$ cat config.mk
export PLATFORM = sky130hd
export DESIGN_NAME = rv_multicycle_ctrl
export DESIGN_NICKNAME = d
export VERILOG_FILES = /design/src/rtl/rv_ctrl_pkg.sv /design/src/rtl/rv_alu_dec.sv /design/src/rtl/rv_multicycle_ctrl.sv
export SDC_FILE = /design/constraint.sdc
export NUM_CORES = 1
export LEC_CHECK = 0
export CORE_ASPECT_RATIO = 0.8
export CORE_UTILIZATION = 39
export DETAILED_ROUTE_END_ITERATION = 12
export PLACE_DENSITY = 0.79
export SYNTH_ARGS = -nofsm -noshare
export SYNTH_HDL_FRONTEND = slang
export SYNTH_SLANG_ARGS = --single-unit
$ cat constraint.sdc
create_clock -name clk -period 1.85 [get_ports clk]
set_input_delay 0.4625 -clock clk [delete_from_list [all_inputs] [get_ports clk]]
set_output_delay 0.4625 -clock clk [all_outputs]
set_load 0.05 [all_outputs]
$ cat src/rtl/rv_ctrl_pkg.sv
// Shared encodings for the multi-cycle RV32I control unit: FSM states, ALU codes,
// opcodes and datapath select codes.
package rv_ctrl_pkg;

  localparam logic [3:0] StFetch    = 4'd0;
  localparam logic [3:0] StDecode   = 4'd1;
  localparam logic [3:0] StMemAdr   = 4'd2;
  localparam logic [3:0] StMemRead  = 4'd3;
  localparam logic [3:0] StMemWb    = 4'd4;
  localparam logic [3:0] StMemWrite = 4'd5;
  localparam logic [3:0] StExecR    = 4'd6;
  localparam logic [3:0] StExecI    = 4'd7;
  localparam logic [3:0] StAluWb    = 4'd8;
  localparam logic [3:0] StBranch   = 4'd9;
  localparam logic [3:0] StJal      = 4'd10;
  localparam logic [3:0] StIllegal  = 4'd11;

  localparam logic [2:0] AluAdd = 3'b000;
  localparam logic [2:0] AluSll = 3'b001;
  localparam logic [2:0] AluSub = 3'b010;
  localparam logic [2:0] AluXor = 3'b100;
  localparam logic [2:0] AluSrl = 3'b101;
  localparam logic [2:0] AluOr  = 3'b110;
  localparam logic [2:0] AluAnd = 3'b111;

  localparam logic [6:0] OpLoad   = 7'b0000011;
  localparam logic [6:0] OpStore  = 7'b0100011;
  localparam logic [6:0] OpRType  = 7'b0110011;
  localparam logic [6:0] OpIType  = 7'b0010011;
  localparam logic [6:0] OpBranch = 7'b1100011;
  localparam logic [6:0] OpJal    = 7'b1101111;

  localparam logic [1:0] ResAluOut = 2'b00;
  localparam logic [1:0] ResMem    = 2'b01;
  localparam logic [1:0] ResAlu    = 2'b10;

  localparam logic [1:0] SrcAPc    = 2'b00;
  localparam logic [1:0] SrcAOldPc = 2'b01;
  localparam logic [1:0] SrcARs1   = 2'b10;

  localparam logic [1:0] SrcBRs2   = 2'b00;
  localparam logic [1:0] SrcBImm   = 2'b01;
  localparam logic [1:0] SrcBFour  = 2'b10;

  localparam logic [2:0] ImmI = 3'b000;
  localparam logic [2:0] ImmS = 3'b001;
  localparam logic [2:0] ImmB = 3'b010;
  localparam logic [2:0] ImmJ = 3'b011;

endpackage

$ cat src/rtl/rv_alu_dec.sv
// ALU operation decoder for R-type and I-type ALU instructions; flags encodings
// this core does not implement (slt/sltu, arithmetic shifts, stray funct7 bits).
module rv_alu_dec
  import rv_ctrl_pkg::*;
(
  input  logic [6:0] opcode,
  input  logic [2:0] funct3,
  input  logic       funct7_5,
  output logic [2:0] alu_sel,
  output logic       alu_illegal
);

  logic is_r;
  logic is_alu;

  assign is_r   = (opcode == OpRType);
  assign is_alu = is_r || (opcode == OpIType);

  always_comb begin
    alu_sel     = AluAdd;
    alu_illegal = 1'b0;
    if (is_alu) begin
      case (funct3)
        3'b000:  alu_sel = (is_r && funct7_5) ? AluSub : AluAdd;
        3'b001:  alu_sel = AluSll;
        3'b100:  alu_sel = AluXor;
        3'b101:  alu_sel = AluSrl;
        3'b110:  alu_sel = AluOr;
        3'b111:  alu_sel = AluAnd;
        default: alu_illegal = 1'b1;
      endcase
      // On I-type only srai uses instr[30]; on R-type only sub/sra may set it.
      if (funct3 == 3'b101 && funct7_5) alu_illegal = 1'b1;
      if (is_r && funct7_5 && funct3 != 3'b000 && funct3 != 3'b101) alu_illegal = 1'b1;
    end
  end

endmodule

$ cat src/rtl/rv_multicycle_ctrl.sv
// Multi-cycle RV32I control FSM: sequences fetch/decode/execute/memory/writeback
// and drives the datapath selects and write strobes from the registered state.
module rv_multicycle_ctrl
  import rv_ctrl_pkg::*;
#(
  parameter logic [3:0] RESET_STATE  = 4'd0,
  parameter bit         ILLEGAL_TRAP = 1'b1
) (
  input  logic       clk,
  input  logic       rst,
  input  logic [6:0] opcode,
  input  logic [2:0] funct3,
  input  logic       funct7_5,
  input  logic       zf,
  input  logic       sf,
  output logic       pc_write,
  output logic       adr_src,
  output logic       ir_write,
  output logic       mem_write,
  output logic       reg_write,
  output logic [1:0] result_src,
  output logic [1:0] alu_src_a,
  output logic [1:0] alu_src_b,
  output logic [2:0] alu_sel,
  output logic [2:0] imm_src,
  output logic       illegal,
  output logic [3:0] state_o
);

  logic [3:0] state_q, state_d;
  logic [2:0] dec_alu_sel;
  logic       dec_illegal;
  logic       br_legal;
  logic       br_taken;

  rv_alu_dec u_alu_dec (
    .opcode      (opcode),
    .funct3      (funct3),
    .funct7_5    (funct7_5),
    .alu_sel     (dec_alu_sel),
    .alu_illegal (dec_illegal)
  );

  // Signed overflow is deliberately ignored: blt/bge use SF alone.
  always_comb begin
    br_legal = 1'b1;
    br_taken = 1'b0;
    case (funct3)
      3'b000:  br_taken = zf;
      3'b001:  br_taken = ~zf;
      3'b100:  br_taken = sf;
      3'b101:  br_taken = ~sf;
      default: br_legal = 1'b0;
    endcase
  end

  always_comb begin
    state_d = StFetch;
    case (state_q)
      StFetch:    state_d = StDecode;
      StDecode: begin
        case (opcode)
          OpLoad, OpStore: state_d = StMemAdr;
          OpRType:         state_d = dec_illegal ? StIllegal : StExecR;
          OpIType:         state_d = dec_illegal ? StIllegal : StExecI;
          OpBranch:        state_d = br_legal ? StBranch : StIllegal;
          OpJal:           state_d = StJal;
          default:         state_d = StIllegal;
        endcase
      end
      StMemAdr:   state_d = (opcode == OpLoad) ? StMemRead : StMemWrite;
      StMemRead:  state_d = StMemWb;
      StExecR,
      StExecI,
      StJal:      state_d = StAluWb;
      StIllegal:  state_d = ILLEGAL_TRAP ? StIllegal : StFetch;
      default:    state_d = StFetch;
    endcase
  end

  always_ff @(posedge clk) begin
    if (rst) state_q <= RESET_STATE;
    else     state_q <= state_d;
  end

  always_comb begin
    pc_write   = 1'b0;
    adr_src    = 1'b0;
    ir_write   = 1'b0;
    mem_write  = 1'b0;
    reg_write  = 1'b0;
    result_src = ResAluOut;
    alu_src_a  = SrcAPc;
    alu_src_b  = SrcBRs2;
    alu_sel    = AluAdd;
    illegal    = 1'b0;
    case (state_q)
      StFetch: begin
        ir_write   = 1'b1;
        pc_write   = 1'b1;
        alu_src_b  = SrcBFour;
        result_src = ResAlu;
      end
      StDecode: begin
        alu_src_a = SrcAOldPc;
        alu_src_b = SrcBImm;
      end
      StMemAdr: begin
        alu_src_a = SrcARs1;
        alu_src_b = SrcBImm;
      end
      StMemRead:  adr_src = 1'b1;
      StMemWb: begin
        result_src = ResMem;
        reg_write  = 1'b1;
      end
      StMemWrite: begin
        adr_src   = 1'b1;
        mem_write = 1'b1;
      end
      StExecR: begin
        alu_src_a = SrcARs1;
        alu_sel   = dec_alu_sel;
      end
      StExecI: begin
        alu_src_a = SrcARs1;
        alu_src_b = SrcBImm;
        alu_sel   = dec_alu_sel;
      end
      StAluWb:    reg_write = 1'b1;
      StBranch: begin
        alu_src_a = SrcARs1;
        alu_sel   = AluSub;
        pc_write  = br_taken;
      end
      StJal: begin
        alu_src_a = SrcAOldPc;
        alu_src_b = SrcBFour;
        pc_write  = 1'b1;
      end
      StIllegal:  illegal = 1'b1;
      default: ;
    endcase
    // Reset aborts whatever is in flight: no architectural write may land this cycle.
    if (rst) begin
      pc_write  = 1'b0;
      ir_write  = 1'b0;
      mem_write = 1'b0;
      reg_write = 1'b0;
      illegal   = 1'b0;
    end
  end

  always_comb begin
    case (opcode)
      OpLoad, OpIType: imm_src = ImmI;
      OpStore:         imm_src = ImmS;
      OpBranch:        imm_src = ImmB;
      OpJal:           imm_src = ImmJ;
      default:         imm_src = ImmI;
    endcase
  end

  assign state_o = state_q;

endmodule

==> results of run 1 <==
[synth_stat cells, types with 2 or more instances]
library cell / instances
buf_6: 2
nor2_1: 10
xor2_1: 2
a21oi_1: 6
xnor2_1: 2
o21ai_0: 2
nor2b_1: 2
clkbuf_8: 3
nand3_1: 7
or3_1: 2
nor3_1: 11
dfxtp_1: 4
o21ai_1: 2
buf_4: 2
nand2_1: 5
nand2b_1: 3
nor4_1: 2
and4b_1: 2
[per-stage QoR]
step / hold WS (ps) / utilization [%] / cell area, µm² / worst slack [ps] / setup TNS (ps)
3_5_place_dp: 656 / 94.7 / 1590 / -675 / -4410
2_1_floorplan: 641 / - / 857 / -298 / -1300
3_3_place_gp: 634 / 94.7 / 1590 / -580 / -3590
[cell families after synthesis]
family,after synthesis
multiplexers,1
XOR/XNOR,4
AND/OR/NAND/NOR,58
flip-flops,4
AO/OA/AOI/OAI,18
buffers and inverters,10
other,1
==> impl_metrics.json, run 1 <==
{
  "synth_async_sr_flop_share_pct": 0,
  "num_rows": 13,
  "portBuffers": 35,
  "dieWidth_um": 50.0,
  "die_h_um": 40.4,
  "start_util_pct": 42.9,
  "synth_edf_count": 0,
  "syn_area_um2": 719,
  "error": "[ERROR DPL-0038] Utilization greater than 100%, impossible to legalize",
  "synth_xor_xnor_area_share_pct": 4.87,
  "dp.cells": 175,
  "synthSimpleGateAreaFrac_pct": 51.8,
  "cts_resized": 64,
  "place_congestion": 0.833,
  "ys_seq_area_share_pct": 11.1,
  "ys_types": 45,
  "htreeDepth": 1,
  "yosysWarnings": 0,
  "cts.sinks": 4,
  "post_cts_buffers": 7,
  "cts-root-buf": "clkbuf_4",
  "syn-num-nets": 111,
  "ys_seq_elements": 4,
  "synth.avg_cell_area_um2": 7.49,
  "yosysTopAreaCell": "dfxtp_1",
  "synth_top_family_by_area": "simple AND/OR/NAND/NOR gates",
  "ys.flop_type": "dfxtp_1",
  "clockBufferDepth": 2,
  "cts_buffers": 3,
  "lastStage": "4_1_cts",
  "synthAdderAreaFrac_pct": 0,
  "synth_compound_area_share_pct": 17.6,
  "place_hpwl_mm": 2.76,
  "synth_mux_area_share_pct": 1.39,
  "outcome": "aborted with a tool error",
  "netlist_instances": 96,
  "cts_hold_repair.buffers": 0,
  "synth_top_cell_area_share_pct": 11.1,
  "pin_count": 37,
  "synth_area_leaders": "dfxtp_1, nor3_1, clkbuf_8"
}
==> run 2, diff against run 1 <==
- CORE_AREA: default -> 2 2 63 65
- CORE_ASPECT_RATIO: 0.8 -> default
- CORE_UTILIZATION: 39 -> default
- DIE_AREA: default -> 0 0 65 67
- PLACE_DENSITY: 0.79 -> default
- PLACE_DENSITY_LB_ADDON: default -> 0.15
==> run 2 against run 1 <==
Net effect:
- the flow now finishes, with violations (setup timing)
- synthesized cell count stayed put
- synthesized area is the same
==> impl_metrics.json, run 2 <==
{
  "outcome": "finished with violations",
  "power.leakage_uw": 0.000812,
  "start_util_pct": 20.0,
  "grt_pass1_vias": 1021,
  "ys_seq_elements": 4,
  "syn-num-nets": 111,
  "slowest_delay_ps": 400,
  "grt_setup_unrepaired": "true",
  "maxSlewViolCount": 0,
  "htreeDepth": 1,
  "antenna_cells": 0,
  "place_hpwl_mm": 2.11,
  "period_minus_slack_ps": 2150,
  "clockBufferDepth": 2,
  "ys_seq_area_share_pct": 11.1,
  "ir_worst_vdd_uv": 376,
  "grt_max_degree": 9,
  "critical_path_depth": 6,
  "worstPathCellList": "buf_6 -> or3_4 -> nor2_4 -> nand4_4 -> nor3b_4 -> buf_12",
  "critical_path.max_fanout": 3,
  "timing.fmax_mhz": 466,
  "setup_total_negative_slack_ps": -1260,
  "critPathBufInv": 2,
  "cts_buffers": 3,
  "final_common_cell": "buf_4",
  "hold_viol_final": 0,
  "nets": 193,
  "dp.cells": 206,
  "cpLargestDelayFamily": "simple AND/OR/NAND/NOR gates",
  "die_h_um": 67,
  "arrival_ps": 1680,
  "fp.dieArea_um2": 4360,
  "ys.flop_type": "dfxtp_1",
  "synth.most_common_cell": "nor3_1",
  "track_usage_pct": 13.6,
  "synth_top_cell_area_share_pct": 11.1,
  "cp-end-kind": "output port",
  "wl_per_cell_um": 12.7,
  "antenna_found_initial": 0,
  "final_cell_mix": "buf_4, buf_12, buf_6",
  "finalSetupViolations": 8,
  "largest_register_ffs": 4,
  "ys_types": 45,
  "synth_edf_count": 0,
  "cts_tree": "yes",
  "via_per_inst": 4.59,
  "synthToLayoutAreaGrowth_pct": 175,
  "cp.required_ps": 1390,
  "drt_pass1_iterations": 4,
  "synth_common_cells": "nor3_1, nor2_1, nand3_1, a21oi_1, nand2_1",
  "dieWidth_um": 65,
  "drive_above_1_share_pct": 70.1,
  "pin_count": 37,
  "hp-class": "flop to flop",
  "place_congestion": 0.789,
  "vias": 1033,
  "grt_first_pass_wirelength_mm": 4.57,
  "num_rows": 22,
  "routed_wl_mm": 2.86,
  "drc_errors": 0,
  "path_class": "primary input to output port",
  "synth_async_sr_flop_share_pct": 0,
  "yosysWarnings": 0,
  "cts_hold_repair.buffers": 0,
  "path_clk_slew_ps": 40,
  "synth.avg_cell_area_um2": 7.49,
  "violations": "setup timing",
  "maxCapViolations": 0,
  "portBuffers": 35,
  "hold_path_depth": 3,
  "crit_slowest_cell": "or3_4",
  "drtAntennaViolNets": 0,
  "rr_worst_depth": 8,
  "p_per_area_nw_per_um2": 1450,
  "worstSkewPairLatency_ps": 230,
  "skew_ps": 6.16,
  "layout.cells.non_filler": 225,
  "synth_area_leaders": "dfxtp_1, nor3_1, clkbuf_8",
  "cts-root-buf": "clkbuf_8",
  "core_um2": 3610,
  "finalPower_uw": 2880,
  "grt-ovfl-total": 0,
  "drt-initial-drc-count": 20,
  "startpoint_type": "primary input",
  "finalWorstSetupSlack_ps": -295,
  "syn_area_um2": 719,
  "netlist_instances": 96,
  "hold_slack_ps": 717,
  "yosysTopAreaCell": "dfxtp_1",
  "fin_crit_sh_pct": 116,
  "cts.sinks": 4
}
[run 2: worst paths after layout]
kind              start         end  slack [ps]
min reg2reg  state_o[3]  state_o[3]         720
min          state_o[3]  state_o[3]         720
max reg2reg  state_o[2]  state_o[0]         340
max           opcode[6]  alu_sel[0]        -300
[run 2: what timing repair did]
action                                  in CTS  in global routing
hold endpoints to repair                     0                  0
setup buffers                                9                  6
pin swaps                                   18                 15
resized for setup                           57                 15
endpoints found under the setup margin      17                 15
[run 2: power by group]
part	internal, µW	total (µW)	leakage [µW]	switching [µW]
Combinational	1230	2500	0.000754	1260
Clock	148	208	0.0000228	59.5
Sequential	134	174	0.0000350	40.3
[run 2: area by class of cell]
cell class / count / area, µm²
inverter: 2 / 7.51
sequential: 4 / 90.1
tap: 48 / 60.1
multi-input combinational: 82 / 793
clock buffer: 4 / 45.0
timing repair buffer: 85 / 986
fill: 343 / 1620
[run 2: per-layer routing]
layer	track usage, %	up-vias	routed length [µm]
met2	25.4	27	1680
li1	-	513	-
met3	1.52	3	94
met4	5.59	0	36
met5	0	-	0
met1	15.7	490	1040
[run 2: cell families (layout without fill, tap and decap cells)]
logic type	Yosys count	count (layout)	share of synthesized area, %
simple gates	58	58	51.8
compound gates	18	18	17.6
buf+inv	10	91	12.7
xor+xnor	4	4	4.87
flops	4	4	11.1
other cells	1	1	0.521
mux	1	1	1.39
[run 2: worst min-delay path, stage by stage, from the launching register on]
cell and delay [ps]:
dfxtp_4 350, buf_6 110, buf_4 150, a221oi_2 60
[run 2: stage by stage]
step / setup slack [ps] / util [%] / area, µm²
global placement: -594 / 45.9 / 1660
detailed placement: -652 / 45.9 / 1660
finish: -295 / 55.0 / 1980
floorplan: -298 / - / 857
global route: -335 / 55.0 / 1980
CTS: -303 / 52.0 / 1880
Note: power is estimated with default switching activity, not from simulation.
==> run 3, diff against run 2 <==
- clock period: 1.85 -> 1.75 ns (I/O delays scaled with it)
==> run 3 against run 2 <==
Net effect:
- the flow still finishes with violations (setup timing)
- setup slack got worse by 4.5 ps
- critical path depth did not move
- design area fell by 0.57%
- register-to-register slack got worse by 250 ps
- global-route usage rose by 1.0 points
- non-clock buffer count fell by 2
- total power rose by 6.5%
- sequential power rose by 16%
- via count fell by 0.39%
- hold slack got worse by 66 ps
==> impl_metrics.json, run 3 (synthesis gave the netlist of run 2 again) <==
{
  "place_area_um2": 1670,
  "pin_count": 37,
  "vias": 1029,
  "fin_crit_sh_pct": 117,
  "rr_worst_depth": 7,
  "place_hpwl_mm": 2.18,
  "drive_above_1_share_pct": 75.3,
  "cts_hold_repair.buffers": 0,
  "cts.sinks": 4,
  "wl_per_cell_um": 13.4,
  "via_per_inst": 4.64,
  "wl_met1_mm": 1.24,
  "grt-ovfl-total": 0,
  "nFillCells": 329,
  "start_util_pct": 20.0,
  "dr_wl_met3_um": 96,
  "die_h_um": 67,
  "nets": 191,
  "outcome": "finished with violations",
  "maxCapViolations": 0,
  "hp-class": "flop to flop",
  "regArea_um2": 95.1,
  "largest_register_ffs": 4,
  "synthToLayoutAreaGrowth_pct": 174,
  "grt_max_degree": 15,
  "clockBufferDepth": 2,
  "intPower_uw": 1580,
  "p_clk_share_pct": 6.8,
  "final_common_cell": "buf_4",
  "p_seq_share_pct": 6.6,
  "track_usage_pct": 14.6,
  "hold_end": "state_o[3]",
  "finalSetupViolations": 13,
  "post-place-ws_ps": -667,
  "core_um2": 3610,
  "r2r-end": "state_o[1]",
  "antenna_found_initial": 0,
  "antenna_cells": 0,
  "cts_buffers": 3,
  "arrival_ps": 1610,
  "fin_area_um2": 1970,
  "r2r_start": "state_o[0]",
  "routed.top_layer": "met4",
  "p_sw_share_pct": 48.4,
  "crit_slowest_cell": "or3_4",
  "path_clk_slew_ps": 30,
  "multi_input_area_um2": 813,
  "final_cell_mix": "buf_4, buf_12, buf_6",
  "p_per_area_nw_per_um2": 1560,
  "worstPathCellList": "buf_6 -> or3_4 -> nor2_4 -> nand4_4 -> nor3b_4 -> buf_12",
  "grt_pass1_vias": 1065,
  "layout.cells.non_filler": 222,
  "critical_path.max_fanout": 3,
  "cts_tree": "yes",
  "htreeDepth": 1,
  "hold_viol_final": 0,
  "period_minus_slack_ps": 2050,
  "drt_pass1_iterations": 6,
  "worstSkewPairLatency_ps": 230,
  "timing.fmax_mhz": 488,
  "r2r_slack_ps": 90,
  "num_rows": 22,
  "power.leakage_uw": 0.000794,
  "startpoint_type": "primary input",
  "fp.dieArea_um2": 4360,
  "ir_worst_vdd_uv": 1530,
  "drt-initial-drc-count": 51,
  "finalWorstSetupSlack_ps": -300,
  "cp.required_ps": 1310,
  "grt_setup_unrepaired": "true",
  "routed_wl_mm": 2.96,
  "violations": "setup timing",
  "portBuffers": 35,
  "dp.cells": 207,
  "worstHoldStart": "state_o[1]",
  "slowest_delay_ps": 390,
  "maxSlewViolCount": 0,
  "drc_errors": 0,
  "p_switching_uw": 1490,
  "skew_ps": 8.53,
  "finalPower_uw": 3070,
  "routed-wl-met2_mm": 1.59,
  "cts-root-buf": "clkbuf_8",
  "path_class": "primary input to output port",
  "cp-end-kind": "output port",
  "fin_util_pct": 54.6,
  "dieWidth_um": 65,
  "grt_first_pass_wirelength_mm": 4.85,
  "hold_path_depth": 3,
  "power_frac_comb_pct": 86.6,
  "place_congestion": 0.764,
  "drtAntennaViolNets": 0
}
run 3: cell types whose count changed in the layout (fill, tap and decap cells not counted), moves of 2 or more:
cell / delta
buf_2: +5
dfxtp_2: -2
dfxtp_4: +2
buf_4: -3
dlygate4sd2_1: -4
nor3_1: -2
run 3: cell type report:
type                       count  share of cell area (%)
clock buffer                   3                    2.10
inverter                       2                   0.381
sequential                     4                    4.83
timing repair buffer          83                    48.4
tap                           48                    3.05
multi-input combinational     82                    41.3
run 3: power by group through the flow:
stage | logic (µW) | clock network (µW) | registers (µW)
2_1_floorplan | 1220 | 0 | 303
3_3_place_gp | 2320 | 0 | 182
3_5_place_dp | 2340 | 0 | 183
4_1_cts | 2590 | 215 | 192
5_1_grt | 2770 | 216 | 207
6_report | 2660 | 209 | 202
run 3: per-layer routing:
metal	vias up	global-route usage, %
li1	510	-
met1	493	17.3
met2	22	26.5
met3	4	2.53
met4	0	5.05
met5	-	0
run 3: what timing repair did:
action                                  in CTS  in global routing
resized for setup                           74                 14
endpoints found under the setup margin      18                 18
pin swaps                                   22                 10
setup buffers                               10                  3
gates cloned                                 0                  0
run 3: stage by stage:
stage / hold slack, ps / setup TNS (ps)
2_1_floorplan: 616 / -1690
3_3_place_gp: 645 / -4350
3_5_place_dp: 655 / -4580
4_1_cts: 643 / -1860
5_1_grt: 684 / -2250
6_report: 650 / -1690
run 3: how the worst max path moves through the flow:
stage	slack (ps)	endpoint	cells after the start	startpoint
3_5_place_dp	-670	alu_sel[0]	6	opcode[3]
4_1_cts	-320	alu_sel[0]	6	opcode[6]
2_1_floorplan	-350	alu_sel[0]	4	opcode[3]
6_report	-300	alu_sel[0]	6	opcode[6]
5_1_grt	-350	alu_sel[0]	6	opcode[6]
3_3_place_gp	-640	alu_sel[0]	6	opcode[3]
run 3: critical path, delay by kind of cell:
family                 cells  cell delay [ps]
AND/OR/NAND/NOR            4              910
buffers and inverters      2              250
==> run 4, diff against run 3 <==
- CAP_MARGIN: default -> 20
- SYNTH_HIERARCHICAL: default -> 1
==> run 4 against run 3 <==
Net effect:
- register-to-register slack is essentially flat
- cell count shrank 4.5%
- sequential power shrank 32%
- largest power group unchanged
- critical path depth is the same
- synthesized cell count shrank 5.2%
- design area shrank 1.8%
- the run still ends with setup timing left
- combinational power shrank 58%
- hold slack gained 57 ps
- total power shrank 52%
==> impl_metrics.json, run 4 <==
{
  "outcome": "finished with violations",
  "violations": "setup timing",
  "dieWidth_um": 65,
  "r2r_slack_ps": 100,
  "grt_pass1_vias": 981,
  "synthToLayoutAreaGrowth_pct": 191,
  "p_sw_share_pct": 42.7,
  "netlist_instances": 91,
  "r2r_start": "state_o[2]",
  "grt_setup_unrepaired": "true",
  "via_per_inst": 4.58,
  "power_frac_comb_pct": 76.8,
  "power.leakage_uw": 0.000749,
  "cts_tree": "yes",
  "synth_async_sr_flop_share_pct": 0,
  "worstSkewPairLatency_ps": 220,
  "grt.busiest_layer": "met2",
  "vias": 971,
  "hold_viol_final": 0,
  "routed_wl_mm": 2.78,
  "synth_top_cell_area_share_pct": 12.1,
  "synth_common_cells": "nor2_1, nor3_1, nand2b_1, nand3_1",
  "gr-usage-met1_pct": 14.4,
  "place_congestion": 0.764,
  "cp.required_ps": 1310,
  "critPathBufInv": 2,
  "drt-initial-drc-count": 23,
  "hold_path_depth": 5,
  "die_h_um": 67,
  "worstHoldStart": "opcode[5]",
  "maxSlewViolCount": 0,
  "startpoint_type": "primary input",
  "period_minus_slack_ps": 1950,
  "cts.sinks": 4,
  "ys_seq_area_share_pct": 12.1,
  "clockBufferDepth": 2,
  "hold_end": "state_o[1]",
  "skew_ps": 4.16,
  "wl_per_cell_um": 13.1,
  "drt_pass1_iterations": 4,
  "synth_area_leaders": "dfxtp_1, nor2_1, buf_6",
  "intPower_uw": 842,
  "cts-root-buf": "clkbuf_8",
  "use_met3_pct": 1.86,
  "hp-class": "primary input to flop",
  "path_clk_slew_ps": 30,
  "critical_path.max_fanout": 2,
  "drtAntennaViolNets": 0,
  "grt_first_pass_wirelength_mm": 4.55,
  "ys_seq_elements": 4,
  "num_rows": 22,
  "grtUsageMet2_pct": 26.3,
  "fin_area_um2": 1930,
  "p_per_area_nw_per_um2": 760,
  "grt_max_degree": 15,
  "drive_above_1_share_pct": 71.3,
  "synth.avg_cell_area_um2": 7.30,
  "ys_types": 41,
  "grt-ovfl-total": 0,
  "syn-num-nets": 106,
  "place_hpwl_mm": 2.05,
  "rr_worst_depth": 5,
  "hold_slack_ps": 707,
  "cts_buffers": 3,
  "core_um2": 3610,
  "portBuffers": 35,
  "cpLargestDelayFamily": "simple AND/OR/NAND/NOR gates",
  "pin_count": 37,
  "place_area_um2": 1600,
  "yosysWarnings": 6,
  "crit_slowest_cell": "nor4b_4",
  "p_clk_share_pct": 13.9,
  "cp-end-kind": "output port",
  "start_util_pct": 18.4,
  "crit_path_frequent_cell": "and3_4",
  "arrival_ps": 1510,
  "antenna_found_initial": 0,
  "r2r-end": "state_o[1]",
  "antenna_cells": 0,
  "maxCapViolations": 0,
  "fp.dieArea_um2": 4360,
  "ir_worst_vdd_uv": 223,
  "p_seq_share_pct": 9.3,
  "track_usage_pct": 13.4,
  "finalSetupViolations": 11,
  "slowest_delay_ps": 290,
  "final_common_cell": "buf_4",
  "path_class": "primary input to output port",
  "largest_register_ffs": 4,
  "critical_path_depth": 6,
  "drc_errors": 0,
  "synth_edf_count": 0,
  "p_switching_uw": 627,
  "ys.flop_type": "dfxtp_1",
  "worstPathCellList": "buf_6 -> nor4b_4 -> and3_4 -> and3_1 -> and3_4 -> buf_12",
  "yosysTopAreaCell": "dfxtp_1",
  "htreeDepth": 1,
  "post-place-ws_ps": -602,
  "final_cell_mix": "buf_4, buf_12, buf_6",
  "nets": 180,
  "fin_crit_sh_pct": 111,
  "synth.most_common_cell": "nor2_1",
  "syn_area_um2": 664,
  "finalWorstSetupSlack_ps": -198,
  "timing.fmax_mhz": 513
}
## run 4: area by class of cell
cell class / count / area [µm²]
clock buffer: 4 / 45.0
fill: 332 / 1670
inverter: 1 / 3.75
multi-input combinational: 78 / 790
sequential: 4 / 95.1
tap: 48 / 60.1
timing repair buffer: 77 / 941
## run 4: worst min-delay path, cell delays in order
cell and delay, ps:
clkbuf_2 120, buf_4 140, nor4_4 40, nand4b_1 70, a311oi_1 70
## run 4: through the flow
| step | power, µW | setup TNS [ps] | util, % | instances |
|---|---|---|---|---|
| 2_1_floorplan | 663 | -306 | - | 91 |
| 3_3_place_gp | 1090 | -5780 | 44.4 | 194 |
| 3_5_place_dp | 1090 | -5990 | 44.4 | 194 |
| 4_1_cts | 1450 | -1060 | 51.8 | 210 |
| 5_1_grt | 1550 | -1590 | 53.6 | 212 |
| 6_report | 1470 | -910 | 53.6 | 212 |
## run 4: cell families (layout without fill, tap and decap cells)
family	count (synthesis)	after routing	share of synthesized area (%)
and+or+nand+nor	52	52	48.0
AOI/OAI and AO/OA	20	20	22.4
DFF	4	4	12.1
xor gates and xnor gates	4	4	5.27
other	1	1	0.564
buffers and inverters	9	82	10.2
muxes	1	1	1.51
## run 4: how the worst max path moves through the flow
stage | startpoint | end | slack [ps]
global placement | funct3[2] | pc_write | -570
floorplan | state_o[1] | pc_write | -250
detailed placement | funct3[2] | pc_write | -600
finish | opcode[6] | alu_sel[0] | -200
CTS | opcode[6] | alu_sel[0] | -190
global route | opcode[6] | alu_sel[0] | -240
## run 4: timing repair
action / in CTS / in global routing
hold endpoints to repair: 0 / 0
setup buffers: 12 / 2
pin swaps: 24 / 23
hold buffers: 0 / 0
endpoints found under the setup margin: 19 / 21
resized for setup: 72 / 14
## run 4: power groups by stage
stage          combinational (µW)  sequential (µW)  clock [µW]
2_1_floorplan                 488              175           0
3_3_place_gp                  953              133           0
3_5_place_dp                  962              132           0
4_1_cts                      1100              137         207
5_1_grt                      1190              140         219
6_report                     1130              137         204
## run 4: metal layers
metal | up-vias | part of all wire, %
met2 | 27 | 58
met5 | - | 0
met3 | 2 | 3.6
met4 | 0 | 0.97
li1 | 487 | -
met1 | 455 | 38
==> variant 1 (flow settings as in run 3) <==
The parameter `ILLEGAL_TRAP` goes from 1'b1 to 1'b0.
--- a/src/rtl/rv_multicycle_ctrl.sv
+++ b/src/rtl/rv_multicycle_ctrl.sv
@@ -4,7 +4,7 @@
   import rv_ctrl_pkg::*;
 #(
   parameter logic [3:0] RESET_STATE  = 4'd0,
-  parameter bit         ILLEGAL_TRAP = 1'b1
+  parameter bit         ILLEGAL_TRAP = 1'b0
 ) (
   input  logic       clk,
   input  logic       rst,
Function: changed (Yosys sat finds a counterexample within 4 cycles, from zero or initial values and one cycle with rst high).
==> variant 1 against run 3 <==
The flow still finishes with violations (setup timing); total power rose by 8.1%; global-route usage decreased by 2.7 points; synthesized area down 13%; sequential cell count stayed put; critical endpoint unchanged; register-to-register slack gained 0.19 ns; design area increased by 2.6%; worst setup slack better by 0.12 ns; clock skew decreased by 0.0060 ns; routed wire length decreased by 13%.
==> variant 1: results (changes against run 3) <==
| Metric | Value |
|---|---|
| Sequential power | 0.000234 W (+16%) |
| VDD IR max | 0.432 mV (-72%) |
| Post-Synth XOR/XNOR Area | 5.59% (+0.72 points) |
| Synth Area in Adders | 0% (unchanged) |
| Multiplexer share of the synthesized area | 1.60% (+0.21 points) |
| Clk Latency, worst-skew pair | 0.21 ns (-0.02 ns) |
| Ranking of synthesized cells by area | dfxtp_1 13%, nor3_1 5.6%, nor2_1 4.8%, nor4b_1 4.2%, nand2b_1 4.0% |
| Routed wire length | 2.57 mm (-13%) |
| Share of synthesized registers carrying an async set or reset | 0% (unchanged) |
| Fillers | 324 (-1.5%) |
| Most common library cells after synthesis | 8 x nor2_1, 7 x nor3_1, 5 x o21ai_0 |
| Number of global-route vias before repair | 953 (-11%) |
| Combinational power | 0.00288 W (+8.3%) |
| Vias per cell | 4.47 (-3.5%) |
| Placed Cells incl. Taps | 200 (-3.4%) |
| GP Congestion | 0.762 (-0.37%) |
| Clock-cell share | 2.23% (+0.13 points) |
| CTS sink cnt | 4 (unchanged) |
| Storage cell area | 92.6 sq um (-2.6%) |
| Tot Pwr | 0.00332 W (+8.1%) |
| Largest net degree at the start of global routing | 9 (-6) |
| Worst path arrival time | 1.50 ns (-0.11 ns) |
| Multi-input gate share of total cell area | 40.5% (-0.74 points) |
| Clk_skew | 0.00255 ns (-0.00598 ns) |
| Register area share after synthesis | 12.8% (+1.6 points) |
| Signal buffers share of area | 49.3% (+0.94 points) |
| Leak | 0.822 nW (+3.6%) |
| Layout cells sized above 1 | 72.6% (-2.7 points) |
| Setup TNS | -0.732 ns (+0.960 ns) |
| Clkbuf count | 4 (+1) |
| Hold path start | opcode[3] |
| Non-clock buffers | 88 (+6.0%) |
| Multi-input gate count | 77 (-6.1%) |
| Synth cell types | 42 (-6.7%) |
| DR pass1 iterations | 3 (-3) |
| Iter 0 DRT Violations | 9 (-82%) |
| Global Route Usage Sum | 12.0% (-2.7 points) |
| Worst Setup SP | opcode[2] |
| First-pass GRT wire length | 4.20 mm (-14%) |
| Switching power | 0.00154 W (+3.7%) |
| Synth Instances | 90 (-6.3%) |
| Final worst slack | -0.184 ns (+0.115 ns) |
| # setup viols final | 9 (-4) |
| Pre-CTS setup slack | -0.665 ns (+0.00235 ns) |
| Inverters excl. clock | 2 (unchanged) |
| Status | finished, violations left |
| Post-placement cell area | 1680 sq um (+0.60%) |
| Failing checks | setup timing |
| Worst Hold Class | input port to register |
| Detailed Place HPWL | 2.07 mm (-5.2%) |
| Post-route insts no fill | 223 (+0.45%) |
| Sequential share of cell area | 4.58% (-0.25 points) |
| Syn nets | 105 (-5.4%) |
| Synth Area in Compound Gates | 24.0% (+6.4 points) |
==> variant 1: what timing repair did <==
| item | CTS | global route |
|---|---|---|
| pin swaps | 17 | 12 |
| gates resized for setup | 60 | 12 |
| buffers inserted | 7 | 12 |
| endpoints found under the setup margin | 18 | 13 |
| cloned | 0 | 0 |
==> variant 1: critical path, stage by stage <==
cell       delay, ns
buf_6           0.09
nand4bb_4       0.25
nor2_4          0.11
and4_4          0.22
nor3b_4         0.23
buf_12          0.16
==> variant 1: path summary, 6_finish.rpt <==
path / endpoint / slack (ns) / cells past startpoint
min: state_o[1] / 0.67 / 4
min reg2reg: state_o[1] / 0.69 / 3
max reg2reg: state_o[2] / 0.28 / 5
max: alu_sel[0] / -0.18 / 6
==> variant 1: layer usage <==
metal,up-vias,part of all wire (%),GRT usage [%]
met5,-,0,0
met4,0,0,2.39
met3,0,5.3,2.03
met2,27,55,24.2
met1,463,39,12.8
li1,507,-,-
==> variant 2 (settings of run 3) <==
Made on the original files. Register the inputs `opcode`, `funct3`, `funct7_5`, `zf` and `sf` before use, cleared by the reset. The logic sees them one clock later.
--- a/src/rtl/rv_multicycle_ctrl.sv
+++ b/src/rtl/rv_multicycle_ctrl.sv
@@ -27,6 +27,28 @@
   output logic [3:0] state_o
 );
 
+  logic [6:0] opcode_q;
+  logic [2:0] funct3_q;
+  logic funct7_5_q;
+  logic zf_q;
+  logic sf_q;
+
+  always_ff @(posedge clk) begin
+    if (rst) begin
+      opcode_q   <= '0;
+      funct3_q   <= '0;
+      funct7_5_q <= '0;
+      zf_q       <= '0;
+      sf_q       <= '0;
+    end else begin
+      opcode_q   <= opcode;
+      funct3_q   <= funct3;
+      funct7_5_q <= funct7_5;
+      zf_q       <= zf;
+      sf_q       <= sf;
+    end
+  end
+
   logic [3:0] state_q, state_d;
   logic [2:0] dec_alu_sel;
   logic       dec_illegal;
@@ -34,9 +56,9 @@
   logic       br_taken;
 
   rv_alu_dec u_alu_dec (
-    .opcode      (opcode),
-    .funct3      (funct3),
-    .funct7_5    (funct7_5),
+    .opcode      (opcode_q),
+    .funct3      (funct3_q),
+    .funct7_5    (funct7_5_q),
     .alu_sel     (dec_alu_sel),
     .alu_illegal (dec_illegal)
   );
@@ -45,11 +67,11 @@
   always_comb begin
     br_legal = 1'b1;
     br_taken = 1'b0;
-    case (funct3)
-      3'b000:  br_taken = zf;
-      3'b001:  br_taken = ~zf;
-      3'b100:  br_taken = sf;
-      3'b101:  br_taken = ~sf;
+    case (funct3_q)
+      3'b000:  br_taken = zf_q;
+      3'b001:  br_taken = ~zf_q;
+      3'b100:  br_taken = sf_q;
+      3'b101:  br_taken = ~sf_q;
       default: br_legal = 1'b0;
     endcase
   end
@@ -59,7 +81,7 @@
     case (state_q)
       StFetch:    state_d = StDecode;
       StDecode: begin
-        case (opcode)
+        case (opcode_q)
           OpLoad, OpStore: state_d = StMemAdr;
           OpRType:         state_d = dec_illegal ? StIllegal : StExecR;
           OpIType:         state_d = dec_illegal ? StIllegal : StExecI;
@@ -68,7 +90,7 @@
           default:         state_d = StIllegal;
         endcase
       end
-      StMemAdr:   state_d = (opcode == OpLoad) ? StMemRead : StMemWrite;
+      StMemAdr:   state_d = (opcode_q == OpLoad) ? StMemRead : StMemWrite;
       StMemRead:  state_d = StMemWb;
       StExecR,
       StExecI,
@@ -152,7 +174,7 @@
   end
 
   always_comb begin
-    case (opcode)
+    case (opcode_q)
       OpLoad, OpIType: imm_src = ImmI;
       OpStore:         imm_src = ImmS;
       OpBranch:        imm_src = ImmB;
Check against the original RTL: not equivalent (Yosys sat finds a counterexample within 4 cycles, from zero or initial values and one cycle with rst high).
==> variant 2 against run 3 <==
The run still ends with setup timing left; worst setup slack worse by 0.059 ns; total power is 1.2% higher; cell count is 9.5% higher; routed wire length is 13% higher; clock skew is 0.0050 ns lower; critical path depth stayed put; sequential cell count is 13 higher; synthesized area is 38% higher; clock power is 44% higher; design area is 21% higher; highest routed layer unchanged.
==> variant 2: results (changes against run 3) <==
| Metric | Value |
|---|---|
| Status | finished, violations left |
| Failing checks | setup timing |
| Origin of the critical flop-to-flop path | opcode_q[6] |
| PD cells | 1300 nW/um^2 (-16%) |
| Fillers | 264 (-20%) |
| Clock slew at reported path FFs | 0.07 ns (+0.04 ns) |
| Largest register FFs | 7 (+3) |
| Number of global-route vias before repair | 1,205 (+13%) |
| Worst path arrival time | 1.67 ns (+0.06 ns) |
| Pre-CTS setup slack | -0.377 ns (+0.291 ns) |
| Detailed Place HPWL | 2.37 mm (+8.6%) |
| DR pass1 iterations | 3 (-3) |
| Final worst slack | -0.359 ns (-0.0591 ns) |
| Area of the multi-input gates | 911 sq um (+12%) |
| Final hold slack | 0.518 ns (-0.132 ns) |
| Largest net degree at the start of global routing | 11 (-4) |
| Worst setup endpoint | alu_sel[1] |
| R2r endpoint | state_o[2] |
| Hold path start | opcode_q[4] |
| First-pass GRT wire length | 5.48 mm (+13%) |
| Layout cells sized above 1 | 66.2% (-9.1 points) |
| GR Util met2 | 32.2% (+5.7 points) |
| GR Layer Usage met3 | 3.04% (+0.51 points) |
| # setup viols final | 15 (+2) |
| Most common library cells after synthesis | 17 x dfxtp_1, 13 x nor2b_1, 11 x nor3_1, 9 x nor2_1 |
| Post-placement cell area | 1930 sq um (+15%) |
| Clk Latency, worst-skew pair | 0.26 ns (+0.03 ns) |
| Mean Syn Cell Area | 8.25 sq um (+10%) |
| Placed Cells incl. Taps | 221 (+6.8%) |
| Post-route insts no fill | 243 (+9.5%) |
| Iter 0 DRT Violations | 28 (-45%) |
| R2R depth | 8 (+1) |
| Global Route Usage Sum | 16.7% (+2.1 points) |
| Syn nets | 135 (+22%) |
| Inserted Clock Buffers | 3 (unchanged) |
| CP startpoint kind | register |
| Setup TNS | -2.39 ns (-0.699 ns) |
| Routed len/inst | 13.8 um (+3.6%) |
| Register area share after synthesis | 34.4% (+23 points) |
| Synthesis Warnings | 0 (unchanged) |
| Hold path depth | 2 (-1) |
| PortBufs | 35 (unchanged) |
| CP Max Fanout | 4 (+1) |
| GR Layer Usage met1 | 17.6% (+0.32 points) |
| VDD IR max | 0.521 mV (-66%) |
| Clk_skew | 0.00356 ns (-0.00497 ns) |
| Post-Synth XOR/XNOR Area | 4.42% (-0.44 points) |
| Ranking of synthesized cells by area | dfxtp_1 34%, nor2b_1 8.2%, nor3_1 5.6%, xnor2_1 3.5%, nor2_1 3.4% |
| Synth Area in Compound Gates | 19.3% (+1.8 points) |
| Sequential share of power | 16.3% (+9.7 points) |
| GP Congestion | 0.812 (+6.2%) |
| Multiplexer share of the synthesized area | 2.15% (+0.76 points) |
| Flop2flop setup slack | -0.10 ns (-0.19 ns) |
## variant 2: changes by cell type after synthesis, moves of 3 or more
cell             run 3  this run
dfxtp_1              4        17
clkbuf_8             3         0
nand3_1              7         2
inv_1                1         4
o22ai_1              0         3
clkbuf_1             0         5
nor2b_1              2        13
## variant 2: timing repair
item                                   in CTS  in global routing
hold buffers                                0                  0
resized for setup                          42                 27
endpoints found under the hold margin       0                  0
buffers inserted                           13                  6
pin swaps                                  16                 14
setup endpoints to repair                  16                 21
## variant 2: cell type report
class	instances	area share (%)
Clock buffer	3	1.73
Sequential cell	17	15.3
Inverter	4	0.786
Multi-Input combinational cell	90	38.2
Tap cell	48	2.52
Clock inverter	1	0.210
Timing Repair Buffer	80	41.4
## variant 2: per-layer routing
layer	wire, um	vias up
li1	-	577
met1	1350	542
met2	1830	31
met3	132	5
met4	44	0
met5	0	-
